## config.mk

```make
export PLATFORM = sky130hd
export DESIGN_NAME = clk_gate_ctrl
export DESIGN_NICKNAME = d
export VERILOG_FILES = /design/src/rtl/clk_gate_pkg.sv /design/src/rtl/clk_gate_timer.sv /design/src/rtl/clk_gate_ctrl.sv
export SDC_FILE = /design/constraint.sdc
export NUM_CORES = 1
export LEC_CHECK = 0
export BUFFER_PORTS_ARGS = -buffer_cell sky130_fd_sc_hd__buf_2
export CORE_AREA = 5 5 42 44
export CTS_CLUSTER_DIAMETER = 200
export CTS_CLUSTER_SIZE = 25
export DETAILED_ROUTE_END_ITERATION = 12
export DIE_AREA = 0 0 47 49
export SLEW_MARGIN = 25
export SYNTH_ARGS = -nofsm -noshare
export SYNTH_HDL_FRONTEND = slang
export SYNTH_HIERARCHICAL = 1
export SYNTH_SLANG_ARGS = --single-unit
```

## constraint.sdc

```tcl
create_clock -name CLK -period 1.95 [get_ports CLK]
set_input_delay 0.2925 -clock CLK [delete_from_list [all_inputs] [get_ports CLK]]
set_output_delay 0.2925 -clock CLK [all_outputs]
set_load 0.1 [all_outputs]
```

## src/rtl/clk_gate_pkg.sv

```systemverilog
// Shared types and limits for the clock-gating enable controller.
// State encoding, counter width and parameter range checking.
package clk_gate_pkg;

   typedef enum logic [1:0] {
      ST_OFF  = 2'd0,
      ST_WAKE = 2'd1,
      ST_ON   = 2'd2,
      ST_HOLD = 2'd3
   } state_e;

   localparam int CNT_W = 4;

   localparam int N_REQ_MIN = 1;
   localparam int N_REQ_MAX = 8;
   localparam int WAKE_MIN  = 1;
   localparam int WAKE_MAX  = 15;
   localparam int IDLE_MIN  = 0;
   localparam int IDLE_MAX  = 15;

   function automatic bit params_ok(
      input int n_req,
      input int wake_cyc,
      input int idle_cyc
   );
      bit ok;
      ok = 1'b1;
      if (n_req < N_REQ_MIN || n_req > N_REQ_MAX) begin
         ok = 1'b0;
      end
      if (wake_cyc < WAKE_MIN || wake_cyc > WAKE_MAX) begin
         ok = 1'b0;
      end
      if (idle_cyc < IDLE_MIN || idle_cyc > IDLE_MAX) begin
         ok = 1'b0;
      end
      return ok;
   endfunction

endpackage

```

## src/rtl/clk_gate_timer.sv

```systemverilog
// Loadable down-counter shared by the wake-up and idle-hysteresis phases.
// Decrement saturates at zero so the count can never wrap.
module clk_gate_timer
   import clk_gate_pkg::*;
(
   input  logic             clk_i,
   input  logic             rst_ni,
   input  logic             load_i,
   input  logic [CNT_W-1:0] load_val_i,
   input  logic             dec_i,
   output logic             zero_o
);

   logic [CNT_W-1:0] cnt_q;
   logic [CNT_W-1:0] cnt_d;

   always_comb begin
      cnt_d = cnt_q;
      if (load_i) begin
         cnt_d = load_val_i;
      end else if (dec_i && (cnt_q != '0)) begin
         cnt_d = cnt_q - CNT_W'(1);
      end
   end

   always_ff @(posedge clk_i) begin
      if (!rst_ni) begin
         cnt_q <= '0;
      end else begin
         cnt_q <= cnt_d;
      end
   end

   assign zero_o = (cnt_q == '0);

endmodule

```

## src/rtl/clk_gate_ctrl.sv

```systemverilog
// Enable controller for a shared gated clock domain: wake settle delay
// before grant, idle hysteresis before gating off, DFT force-on.
module clk_gate_ctrl
   import clk_gate_pkg::*;
#(
   parameter int N_REQ    = 2,
   parameter int WAKE_CYC = 2,
   parameter int IDLE_CYC = 4
) (
   input  logic             CLK,
   input  logic             RST,
   input  logic [N_REQ-1:0] REQ,
   input  logic             FORCE_ON,
   input  logic             TEST_EN,
   output logic             CLK_EN,
   output logic [N_REQ-1:0] GNT,
   output logic             READY,
   output logic             IDLE
);

   if (!params_ok(N_REQ, WAKE_CYC, IDLE_CYC)) begin : g_bad_params
      $error("clk_gate_ctrl: parameter out of range");
   end

   localparam bit               HAS_IDLE = (IDLE_CYC > 0);
   localparam logic [CNT_W-1:0] WAKE_LD  = CNT_W'(WAKE_CYC - 1);
   localparam logic [CNT_W-1:0] IDLE_LD  = CNT_W'(IDLE_CYC - 1);

   state_e           state_q;
   logic             en_q;
   logic             ready_q;
   logic             any;
   logic             t_load;
   logic [CNT_W-1:0] t_val;
   logic             t_dec;
   logic             t_zero;

   assign any = (|REQ) | FORCE_ON;

   always_comb begin
      t_load = 1'b0;
      t_val  = '0;
      t_dec  = 1'b0;
      unique case (state_q)
         ST_OFF: begin
            if (any) begin
               t_load = 1'b1;
               t_val  = WAKE_LD;
            end
         end
         ST_WAKE: begin
            t_dec = 1'b1;
         end
         ST_ON: begin
            if (!any && HAS_IDLE) begin
               t_load = 1'b1;
               t_val  = IDLE_LD;
            end
         end
         ST_HOLD: begin
            // A returning request freezes the count; ON reloads it later.
            t_dec = !any;
         end
         default: begin
            t_dec = 1'b0;
         end
      endcase
   end

   clk_gate_timer u_timer (
      .clk_i      (CLK),
      .rst_ni     (RST),
      .load_i     (t_load),
      .load_val_i (t_val),
      .dec_i      (t_dec),
      .zero_o     (t_zero)
   );

   always_ff @(posedge CLK) begin
      if (!RST) begin
         state_q <= ST_OFF;
         en_q    <= 1'b0;
         ready_q <= 1'b0;
      end else begin
         unique case (state_q)
            ST_OFF: begin
               if (any) begin
                  state_q <= ST_WAKE;
                  en_q    <= 1'b1;
               end
            end
            ST_WAKE: begin
               if (t_zero) begin
                  state_q <= ST_ON;
                  ready_q <= 1'b1;
               end
            end
            ST_ON: begin
               if (!any) begin
                  if (HAS_IDLE) begin
                     state_q <= ST_HOLD;
                  end else begin
                     state_q <= ST_OFF;
                     en_q    <= 1'b0;
                     ready_q <= 1'b0;
                  end
               end
            end
            ST_HOLD: begin
               if (any) begin
                  state_q <= ST_ON;
               end else if (t_zero) begin
                  state_q <= ST_OFF;
                  en_q    <= 1'b0;
                  ready_q <= 1'b0;
               end
            end
            default: begin
               state_q <= ST_OFF;
               en_q    <= 1'b0;
               ready_q <= 1'b0;
            end
         endcase
      end
   end

   assign CLK_EN = en_q | TEST_EN;
   assign GNT    = REQ & {N_REQ{ready_q}};
   assign READY  = ready_q;
   assign IDLE   = (state_q == ST_OFF);

endmodule

```

# ---- Yosys cells after proc, flatten, opt, wreduce, memory -nomap -nowiden
# Index checks and enable logic that the tools add are counted.
dict set report totals {
  mem_bits_rw 0
  rom_bits 0
  register_bits 8
  latchBits 0
  n_memories 0
  in_bits 6
}
dict set report op_classes {
  div_mod_pow 0
  order_cmp 0
  n_bitwise 3
  n_eq_ne 9
  mux 21
  shift 0
  addsub 1
  reduce_logical 12
  mul 0
}
# op n
set op_table {}
lappend op_table {{$mux 2} 6}
lappend op_table {{$reduce_and 4->1} 3}
lappend op_table {{$mux 4} 2}
lappend op_table {{$ne 2x2->1 const B} 4}
lappend op_table {{$pmux 1 s2} 4}
lappend op_table {{$pmux 2 s4} 1}
lappend op_table {{$mux 1} 7}
lappend op_table {{$reduce_bool 2->1} 3}
lappend op_table {{$eq 2x2->1 const B} 2}
lappend op_table {{$logic_not 4->1} 1}
lappend op_table {{$pmux 2 s2} 1}
lappend op_table {{$reduce_bool 4->1} 1}
lappend op_table {{$sub 4x1->4 const B} 1}
lappend op_table {{$ne 3x3->1 const B} 1}
lappend op_table {{$and 2x2->2} 1}
lappend op_table {{$eq 2x1->1 const B} 1}
lappend op_table {{$logic_not 2->1} 1}
lappend op_table {{$ne 2x1->1 const B} 1}
lappend op_table {{$or 1x1->1} 2}
lappend op_table {{$reduce_or 2->1} 1}
lappend op_table {{$logic_and 1x1->1} 1}
lappend op_table {{$logic_not 1->1} 1}

# ---- Depth between registers and ports, before layout
# Gate-level depths: netlist of the first run.
dict set report depth {
  ltp_word 7
  depth_mapped 7
  mapped_depth_nobuf 7
}

# ---- Modules after synthesis
# The synthesis of the first run kept the hierarchy.
# mod instances area_each_um2 cells_per_inst
set modules_own_cells {}
lappend modules_own_cells {clk_gate_timer 1 256.5 31}
lappend modules_own_cells {clk_gate_ctrl 1 251.5 29}

# ---- Least setup slack after synthesis of the first run
# Ideal clock, no wire load.
dict set report synth_timing {
  path_kind {reg-to-output}
  from {reg ready_q, in the netlist READY}
  to {out GNT[0]}
  path_buffers 0
  t_arrival_ns 1.823
  path_stages_with_launch 2
  required_ns 1.657
  slack_ns -0.165
  path_cell_list {dfxtp_1 and2_1}
}
dict set report synth_via {
  elab_chain_len 1
}
# item line
set synth_lines {}
lappend synth_lines {{start: declaration} clk_gate_ctrl.sv:31} ;# logic ready_q;
lappend synth_lines {{start signal: assignment} clk_gate_ctrl.sv:83} ;# ready_q <= 1'b0;
lappend synth_lines {{start signal: assignment} clk_gate_ctrl.sv:95} ;# ready_q <= 1'b1;
lappend synth_lines {{start signal: assignment} clk_gate_ctrl.sv:105} ;# ready_q <= 1'b0;
lappend synth_lines {{$and 2x2->2} clk_gate_ctrl.sv:128} ;# assign GNT = REQ & {N_REQ{ready_q}};
lappend synth_lines {{end: declaration} clk_gate_ctrl.sv:16} ;# output logic [N_REQ-1:0] GNT,
# No other way between the ends.

# ---- Worst setup path in the final report of the first run
dict set report layout_timing {
  from {reg u_timer.cnt_q[0]}
  to {reg ready_q, in the netlist READY}
}
dict set report layout_via {
  elab_chain_len 3
}
# item line
set layout_lines {}
lappend layout_lines {{start: declaration} clk_gate_timer.sv:14} ;# logic [CNT_W-1:0] cnt_q;
lappend layout_lines {{start signal: assignment} clk_gate_timer.sv:30} ;# cnt_q <= cnt_d;
lappend layout_lines {{$logic_not 4->1 *} clk_gate_timer.sv:34} ;# assign zero_o = (cnt_q == '0);
lappend layout_lines {{net t_zero} clk_gate_ctrl.sv:36} ;# logic t_zero;
lappend layout_lines {{$ne 2x2->1 (no line)} -}
lappend layout_lines {{$reduce_and 4->1 (no line) *} -}
# Mark *: on every way through the listed nets, which the timed path passes. The rest lies on a longest branch.
# A chain may end at the register's enable or synchronous reset.

==> metrics.txt, run 1 <==
area leader, netlist dfxtp_1; RD Place Congestion 0.687; largest net degree at the start of global routing 11; initial DRC count 4; Remaining Overflow, GRT 0; port bufs 10; Clock transition at path regs 0.06 ns; CTS resizes 0; YS warnings 6; setup repair bufs after CTS 0; vias in the first global route 455; FF-to-FF Start u_timer/cnt_q[0]; Cells after Synth 60; first-pass GRT wire length 1.88 mm; status finished clean; share of post-route cells with drive strength above 1 36.5%; CTS Sinks 8; synth-to-layout area growth 19.7%; die height 49 um; Crit path required time 2.07 ns; vias per std cell 5.09; Worst Setup Start Kind flop; unrepaired setup endpoints after global routing false; largest family of logic cells by synthesized area simple AND/OR/NAND/NOR gates; worst reg2reg path depth 7; DRC 0; max frequency 600 MHz; crit share post-route 85.5%; Initial Utilization 36.2%; H-tree lvl count 1; drt wl/cell 11.1 um; Max IR drop VDD 0.000751 V; Reg2Reg Setup Slack 0.28 ns; Finish-stage setup viols 0; Post-synth EDFFs 0; Final Instance Area 608 um2; #FFs+latches synth 8; Hold Path Origin RST; min Tclk post-route 1.67 ns; Primary FF master, synth dfxtp_1; synth unique cells 31; compound-cell area share of the yosys netlist 25.6%; post-DP HPWL 799 um; Cell Area, Placed 586 um2; mux contribution to synthesized area 1.97%; Rows 14; die area 2300 um2; Worst R2R End READY; root buffer cell clkbuf_4; final net count 83; Clock Skews 0.00402 ns; Worst setup EP type flop; DRT Wirelength 1.00 mm; Power Density 1790 nW/um2; Hold Crit Depth 3; # fillers 157; Synth top cells by count dfxtp_1 (8), inv_1 (7), nor2_1 (7); syn avg cell area 8.47 um2; CTS tree built; clk_lat worst skew 0.25 ns; CTS Buffer Depth 2; XOR/XNOR Fraction of Synth Area 1.72%; final std cells w/o fill 90; First-pass DRT Iterations 4; CP Class flop to flop; Arr. time, crit path 1.78 ns; Worst Hold End state_q[0]; adder-cell share of the synthesized area 2.46%; setup TNS 0 ns; ranking of synthesized cells by area dfxtp_1 (32%), inv_1 (5.2%), nor2_1 (5.2%); vias after detailed routing 458; initial antenna violation count 0; Max Slew Vio Count 0; CORE AREA 1400 um2; Die Wd 47 um; MaxCap Viol Count 0; endpoints failing hold 0; count leader, synth dfxtp_1; GRT Total Usage 10.8%; Pleak 0.255 nW; synthesized cell area 508 um2; FFs w/ async S/R, synth 0%; antenna viol nets, final 0; io pins 11; hold_buf cts 0; placed cells 87; CTS buffer count 3; ant diodes 0; Simple-Gate Fraction of Synth Area 26.6%; HP Class input port to flop; register area share after synthesis 31.5%; post-synth top area share 31.5%; Critical Path Fanout Max 4
==> logic make-up after synthesis <==
kind of cell | count (synthesis)
fa+ha+maj | 1
xor+xnor | 1
simple gates | 23
flops | 8
other cells | 1
buf+inv | 10
mux | 1
compound gates | 15
==> stage by stage <==
stage	hold slack, ns	total power, mW	utilization, %	setup WS (ns)
finish	0.357	1.09	43.4	0.283
global route	0.355	1.18	43.4	0.165
CTS	0.349	1.10	43.4	0.282
detailed placement	0.488	0.968	41.8	0.209
global placement	0.477	0.963	41.8	0.265
floorplan	0.408	0.845	-	0.0748
==> cell type report <==
type	count	area [um2]	share of cell area, %
clock buffer	3	22.5	3.70
inverter	8	31.3	5.14
multi-input combinational	43	309	50.8
sequential	8	160	26.3
tap	16	20.0	3.29
timing repair buffer	12	65.1	10.7
==> critical path, stage by stage (launching register included) <==
cell	delay, ns
dfxtp_1	0.34
inv_1	0.08
ha_1	0.21
or3b_4	0.41
clkinv_2	0.09
nand2_1	0.13
nor2_1	0.16
o32ai_1	0.10
==> flip-flops by register name, summed over array words and instances (netlist names) <==
register,count
READY,1
en_q,1
state_q,2
u_timer/cnt_q,4
==> where the power goes <==
group	switching [mW]	total [mW]	internal (mW)	leakage (nW)
Sequential	0.0843	0.309	0.224	0.0663
Clock	0.0574	0.128	0.0705	0.0138
Combinational	0.444	0.653	0.209	0.175
==> worst max-delay path by stage <==
stage                     start          endpoint  slack (ns)  cells past startpoint
2_1_floorplan             READY            GNT[0]        0.07                      1
3_3_place_gp           FORCE_ON  u_timer/cnt_q[3]        0.27                      6
3_5_place_dp           FORCE_ON  u_timer/cnt_q[3]        0.21                      6
4_1_cts        u_timer/cnt_q[0]             READY        0.28                      7
5_1_grt        u_timer/cnt_q[0]             READY        0.16                      7
6_report       u_timer/cnt_q[0]             READY        0.28                      7
==> metal layers <==
| metal | vias up | wire [um] | GRT usage, % |
|---|---|---|---|
| li1 | 238 | - | - |
| met1 | 213 | 436 | 13.2 |
| met2 | 5 | 525 | 17.0 |
| met3 | 2 | 33 | 3.32 |
| met4 | 0 | 8 | 4.15 |
| met5 | - | 0 | 0 |
==> cell usage in the layout (no fill, tap or decap), types with 2 or more instances in the layout <==
cell	count
buf_2	10
dfxtp_1	8
inv_1	7
nor2_1	6
a21oi_1	4
nand2_1	4
clkbuf_4	3
nand3_1	3
and2_2	2
a211oi_1	2
conb_1	2
buf_4	2
No activity file was read; power rests on OpenSTA's default activity.
==> run 2: changes to the inputs <==
--- a/config.mk
+++ b/config.mk
@@ -7,11 +7,11 @@
 export LEC_CHECK = 0
 export BUFFER_PORTS_ARGS = -buffer_cell sky130_fd_sc_hd__buf_2
 export CORE_AREA = 5 5 42 44
+export CTS_BUF_LIST = sky130_fd_sc_hd__clkbuf_2
 export CTS_CLUSTER_DIAMETER = 200
 export CTS_CLUSTER_SIZE = 25
 export DETAILED_ROUTE_END_ITERATION = 12
 export DIE_AREA = 0 0 47 49
-export SLEW_MARGIN = 25
 export SYNTH_ARGS = -nofsm -noshare
 export SYNTH_HDL_FRONTEND = slang
 export SYNTH_HIERARCHICAL = 1
==> constraint.sdc (replaced) <==
create_clock -name CLK -period 1.51 [get_ports CLK]
set_input_delay 0.2265 -clock CLK [delete_from_list [all_inputs] [get_ports CLK]]
set_output_delay 0.2265 -clock CLK [all_outputs]
set_load 0.1 [all_outputs]
==> metrics.txt, run 2 (synthesis gave the netlist of run 1 again) <==
Final Power 1.69 mW; DRT Wirelength 1.24 mm; H-tree lvl count 1; Worst setup EP type flop; Pleak 0.317 nW; Sw Pwr 873 uW; Clock power frac 7.6%; Initial Utilization 36.2%; part of the power in registers 22.3%; switching share of power 51.6%; HP Class input port to flop; CP top delay family simple AND/OR/NAND/NOR gates; Max Slew Vio Count 0; Largest register FFs 4; final std cells w/o fill 98; CP Cell Sequence inv_2, ha_2, or3b_4, inv_4, nand2_4, o21ai_2, a211oi_2; max frequency 689 MHz; antenna viol nets, final 0; setup TNS 0 ns; First-pass DRT Iterations 4; post-DP HPWL 948 um; port bufs 10; vias in the first global route 510; Regs by FF count u_timer/cnt_q x4, state_q x2; initial antenna violation count 0; die height 49 um; largest net degree at the start of global routing 9; unrepaired setup endpoints after global routing true; root buffer cell clkbuf_2; die area 2300 um2; CTS Buffer Depth 2; Finish-stage setup viols 0; CTS Sinks 8; drt wl/cell 12.6 um; post-route setup slack 0.0582 ns; endpoints failing hold 0; clk_lat worst skew 0.23 ns; Clock Skews 0.00100 ns; CORE AREA 1400 um2; WHS 0.307 ns; Die Wd 47 um; Max IR drop VDD 0.00122 V; crit share post-route 96.1%; final net count 91; vias after detailed routing 486; Largest Register u_timer/cnt_q; Power Density 2300 nW/um2; status finished clean; Worst Setup Start Kind flop; MaxCap Viol Count 0; DRC 0; placed cells 94; min Tclk post-route 1.45 ns; io pins 11; most frequent cells in the layout buf_4 (10), buf_2 (9), inv_1 (6); most common cell after layout, fill and taps aside buf_4; Remaining Overflow, GRT 0; worst stage delay on the critical path 0.39 ns; Critical Path Fanout Max 4; ant diodes 0; share of post-route cells with drive strength above 1 56.1%; CP max-delay cell or3b_4; first-pass GRT wire length 2.24 mm; Crit path buffers/inverters 2; CP Class flop to flop; initial DRC count 7; GRT Total Usage 13.1%; CTS buffer count 3; synth-to-layout area growth 44.6%; Placement Setup Slack -0.0806 ns; vias per std cell 4.96; Clock transition at path regs 0.08 ns; logic gate share of total power 70.2%; CTS tree built; RD Place Congestion 0.695; Crit path required time 1.63 ns; Arr. time, crit path 1.57 ns; Rows 14; Internal 818 uW
[run 2: cell count changes in the layout (fill, tap and decap cells not counted), moves of 3 or more]
cell	delta
buf_4	+8
clkbuf_2	+3
clkbuf_4	-3
dfxtp_1	-3
dfxtp_2	+3
[run 2: repair_timing]
item	4_1_cts	5_1_grt
endpoints found under the hold margin	0	0
pin swaps	1	1
gates resized for setup	2	10
hold buffers	0	0
endpoints found under the setup margin	3	4
buffers inserted	0	1
[run 2: power by group through the flow]
stage / clock network (mW) / registers (mW) / logic, mW
3_5_place_dp: 0 / 0.372 / 1.09
6_report: 0.128 / 0.376 / 1.19
3_3_place_gp: 0 / 0.366 / 1.08
4_1_cts: 0.137 / 0.366 / 1.11
5_1_grt: 0.150 / 0.395 / 1.27
2_1_floorplan: 0 / 0.445 / 0.689
[run 2: layout make-up]
cell class                      instances  area (um2)
Fill cell                             143         667
Inverter                                8        32.5
Timing Repair Buffer                   20         140
Tap cell                               16        20.0
Clock buffer                            3        15.0
Sequential cell                         8         164
Multi-Input combinational cell         43         363
[run 2: stage by stage]
stage	utilization, %	instance area (um2)
finish	52.4	734
global route	52.4	734
CTS	49.6	694
detailed placement	48.1	674
global placement	48.1	674
floorplan	-	538
[run 2: metal layers]
metal,up-vias,track usage [%],wire [um]
li1,253,-,-
met2,4,21.5,669
met4,0,5.53,12
met5,-,0,0
met3,2,2.58,29
met1,227,15.9,528
[run 2: path summary, 6_finish.rpt]
path | startpoint | to | slack [ns] | cells after the start
worst max-delay path | u_timer/cnt_q[0] | en_q | 0.06 | 7
worst min register to register | READY | READY | 0.49 | 2
worst max register to register | u_timer/cnt_q[0] | en_q | 0.06 | 7
worst min-delay path | RST | state_q[0] | 0.31 | 3
[run 2: worst register-to-register path, delay by kind of cell, from the launching register on]
family                   cells  cell delay [ns]
buffers and inverters        2             0.15
adder cells (fa/ha/maj)      1             0.17
AND/OR/NAND/NOR              2             0.48
AO/OA/AOI/OAI                2             0.21
flip-flops                   1             0.33
==> run 3: changes to the inputs <==
--- a/config.mk
+++ b/config.mk
@@ -5,10 +5,11 @@
 export SDC_FILE = /design/constraint.sdc
 export NUM_CORES = 1
 export LEC_CHECK = 0
+export ABC_AREA = 1
 export BUFFER_PORTS_ARGS = -buffer_cell sky130_fd_sc_hd__buf_2
 export CORE_AREA = 5 5 42 44
 export CTS_BUF_LIST = sky130_fd_sc_hd__clkbuf_2
-export CTS_CLUSTER_DIAMETER = 200
+export CTS_CLUSTER_DIAMETER = 120
 export CTS_CLUSTER_SIZE = 25
 export DETAILED_ROUTE_END_ITERATION = 12
 export DIE_AREA = 0 0 47 49
==> metrics.txt, run 3 <==
top layer in use met4; Power Density 2440 nW/um2; Placement Setup Slack 0.137 ns; Largest register FFs 4; root buffer cell clkbuf_2; synthesized cell area 513 um2; setup repair bufs after CTS 0; count leader, synth inv_1; unrepaired setup endpoints after global routing false; CP Class flop to output pin; max frequency 707 MHz; most frequent cells in the layout nand2_1 (11), inv_1 (10), buf_2 (10); worst stage delay on the critical path 0.43 ns; initial antenna violation count 0; first-pass GRT wire length 1.69 mm; #FFs+latches synth 8; antenna viol nets, final 0; Initial Utilization 36.6%; synth-to-layout area growth 19.5%; CORE AREA 1400 um2; Die Wd 47 um; CTS tree built; Clock Skews 0.00686 ns; initial DRC count 6; clk_lat worst skew 0.24 ns; io pins 11; vias per std cell 4.64; Routed met3 length 74 um; wl on met1 411 um; largest net degree at the start of global routing 8; Max Slew Vio Count 0; Remaining Overflow, GRT 0; crit share post-route 93.7%; DRT Wirelength 983 um; FFs w/ async S/R, synth 0%; routed length on met2 467 um; CP top delay family buffers and inverters; vias in the first global route 419; # fillers 156; RD Place Congestion 0.767; Synth top cells by count inv_1 (12), nand2_1 (11), nor2_1 (10); area leader, netlist dfxtp_1; CTS buffer count 3; ant diodes 0; Primary FF master, synth dfxtp_1; YS warnings 6; final net count 98; Rows 14; Arr. time, crit path 1.19 ns; hold_buf cts 0; CP max-delay cell buf_2; die height 49 um; Finished Core Util 43.8%; HP Class input port to flop; Clock transition at path regs 0.09 ns; Crit path buffers/inverters 1; post-route setup slack 0.0949 ns; Max IR drop VDD 0.000820 V; post-synth top area share 31.2%; H-tree lvl count 1; min Tclk post-route 1.42 ns; CTS Sinks 8; register area share after synthesis 31.2%; share of post-route cells with drive strength above 1 37.1%; Crit path required time 1.28 ns; vias after detailed routing 487; Worst setup EP type output pin; most common cell after layout, fill and taps aside nand2_1; CP Cell Sequence nor2_2, buf_2; post-DP HPWL 794 um; status finished clean; CTS resizes 0; setup TNS 0 ns; die area 2300 um2; port bufs 10; Critical Path Fanout Max 5; Finish-stage setup viols 0; DRC 0; syn avg cell area 6.84 um2; CTS Buffer Depth 2; Regs by FF count u_timer/cnt_q x4, state_q x2; Cells after Synth 75; drt wl/cell 9.36 um; endpoints failing hold 0; ranking of synthesized cells by area dfxtp_1 (31%), inv_1 (8.8%), nand2_1 (8.0%); Largest Register u_timer/cnt_q; Pleak 0.301 nW; synth unique cells 22; GRT Total Usage 10.4%; Worst Setup Start Kind flop; MaxCap Viol Count 0; First-pass DRT Iterations 4; Post-synth EDFFs 0
run 3: cell types whose count changed in the layout (fill, tap and decap cells not counted), sizes merged, moves of 2 or more:
cell,before,now
nor2,7,11
nand2,4,15
and2,2,0
a211oi,2,0
clkinvlp,0,2
buf,20,10
inv,8,13
nand3,3,8
a311oi,2,0
run 3: logic make-up after synthesis:
logic type / count (synthesis) / share of synthesized area, %
simple gates: 36 / 37.6
fa+ha+maj: 1 / 2.44
compound gates: 12 / 14.4
other cells: 1 / 0.731
xor+xnor: 1 / 1.71
buf+inv: 16 / 11.9
flops: 8 / 31.2
run 3: worst paths after layout:
check	start	end	slack (ns)	cells past startpoint
worst max-delay path	state_q[1]	IDLE	0.09	2
worst min-delay path	RST	u_timer/cnt_q[3]	0.26	3
worst max register to register	state_q[1]	u_timer/cnt_q[3]	0.16	8
worst min register to register	en_q	en_q	0.49	2
run 3: per-layer routing:
layer,track usage [%],up-vias
li1,-,262
met1,11.5,211
met2,14.9,10
met3,4.80,4
met4,7.37,0
met5,0,-
run 3: power breakdown:
| group | internal (mW) | switching, mW | total, mW |
|---|---|---|---|
| registers | 0.304 | 0.0837 | 0.387 |
| logic | 0.279 | 0.695 | 0.974 |
| clock network | 0.0542 | 0.0782 | 0.132 |
| total | 0.637 | 0.857 | 1.49 |
run 3: per-stage QoR:
step	instance area, um2	hold slack (ns)	instances	power (mW)
finish	613	0.259	105	1.49
detailed placement	598	0.473	102	1.37
CTS	613	0.248	105	1.51
global placement	598	0.464	102	1.37
floorplan	528	0.347	76	1.22
global route	613	0.261	105	1.63
run 3: worst min-delay path: stages:
cell and delay [ns]:
buf_2 0.14, inv_1 0.07, a21oi_2 0.03
run 3: cell type report:
| type | instances | area [um2] | area share (%) |
|---|---|---|---|
| Clock buffer | 3 | 15.0 | 2.45 |
| Sequential cell | 8 | 161 | 26.3 |
| Multi-Input combinational cell | 52 | 298 | 48.6 |
| Inverter | 16 | 68.8 | 11.2 |
| Timing Repair Buffer | 10 | 50.0 | 8.16 |
| Tap cell | 16 | 20.0 | 3.27 |
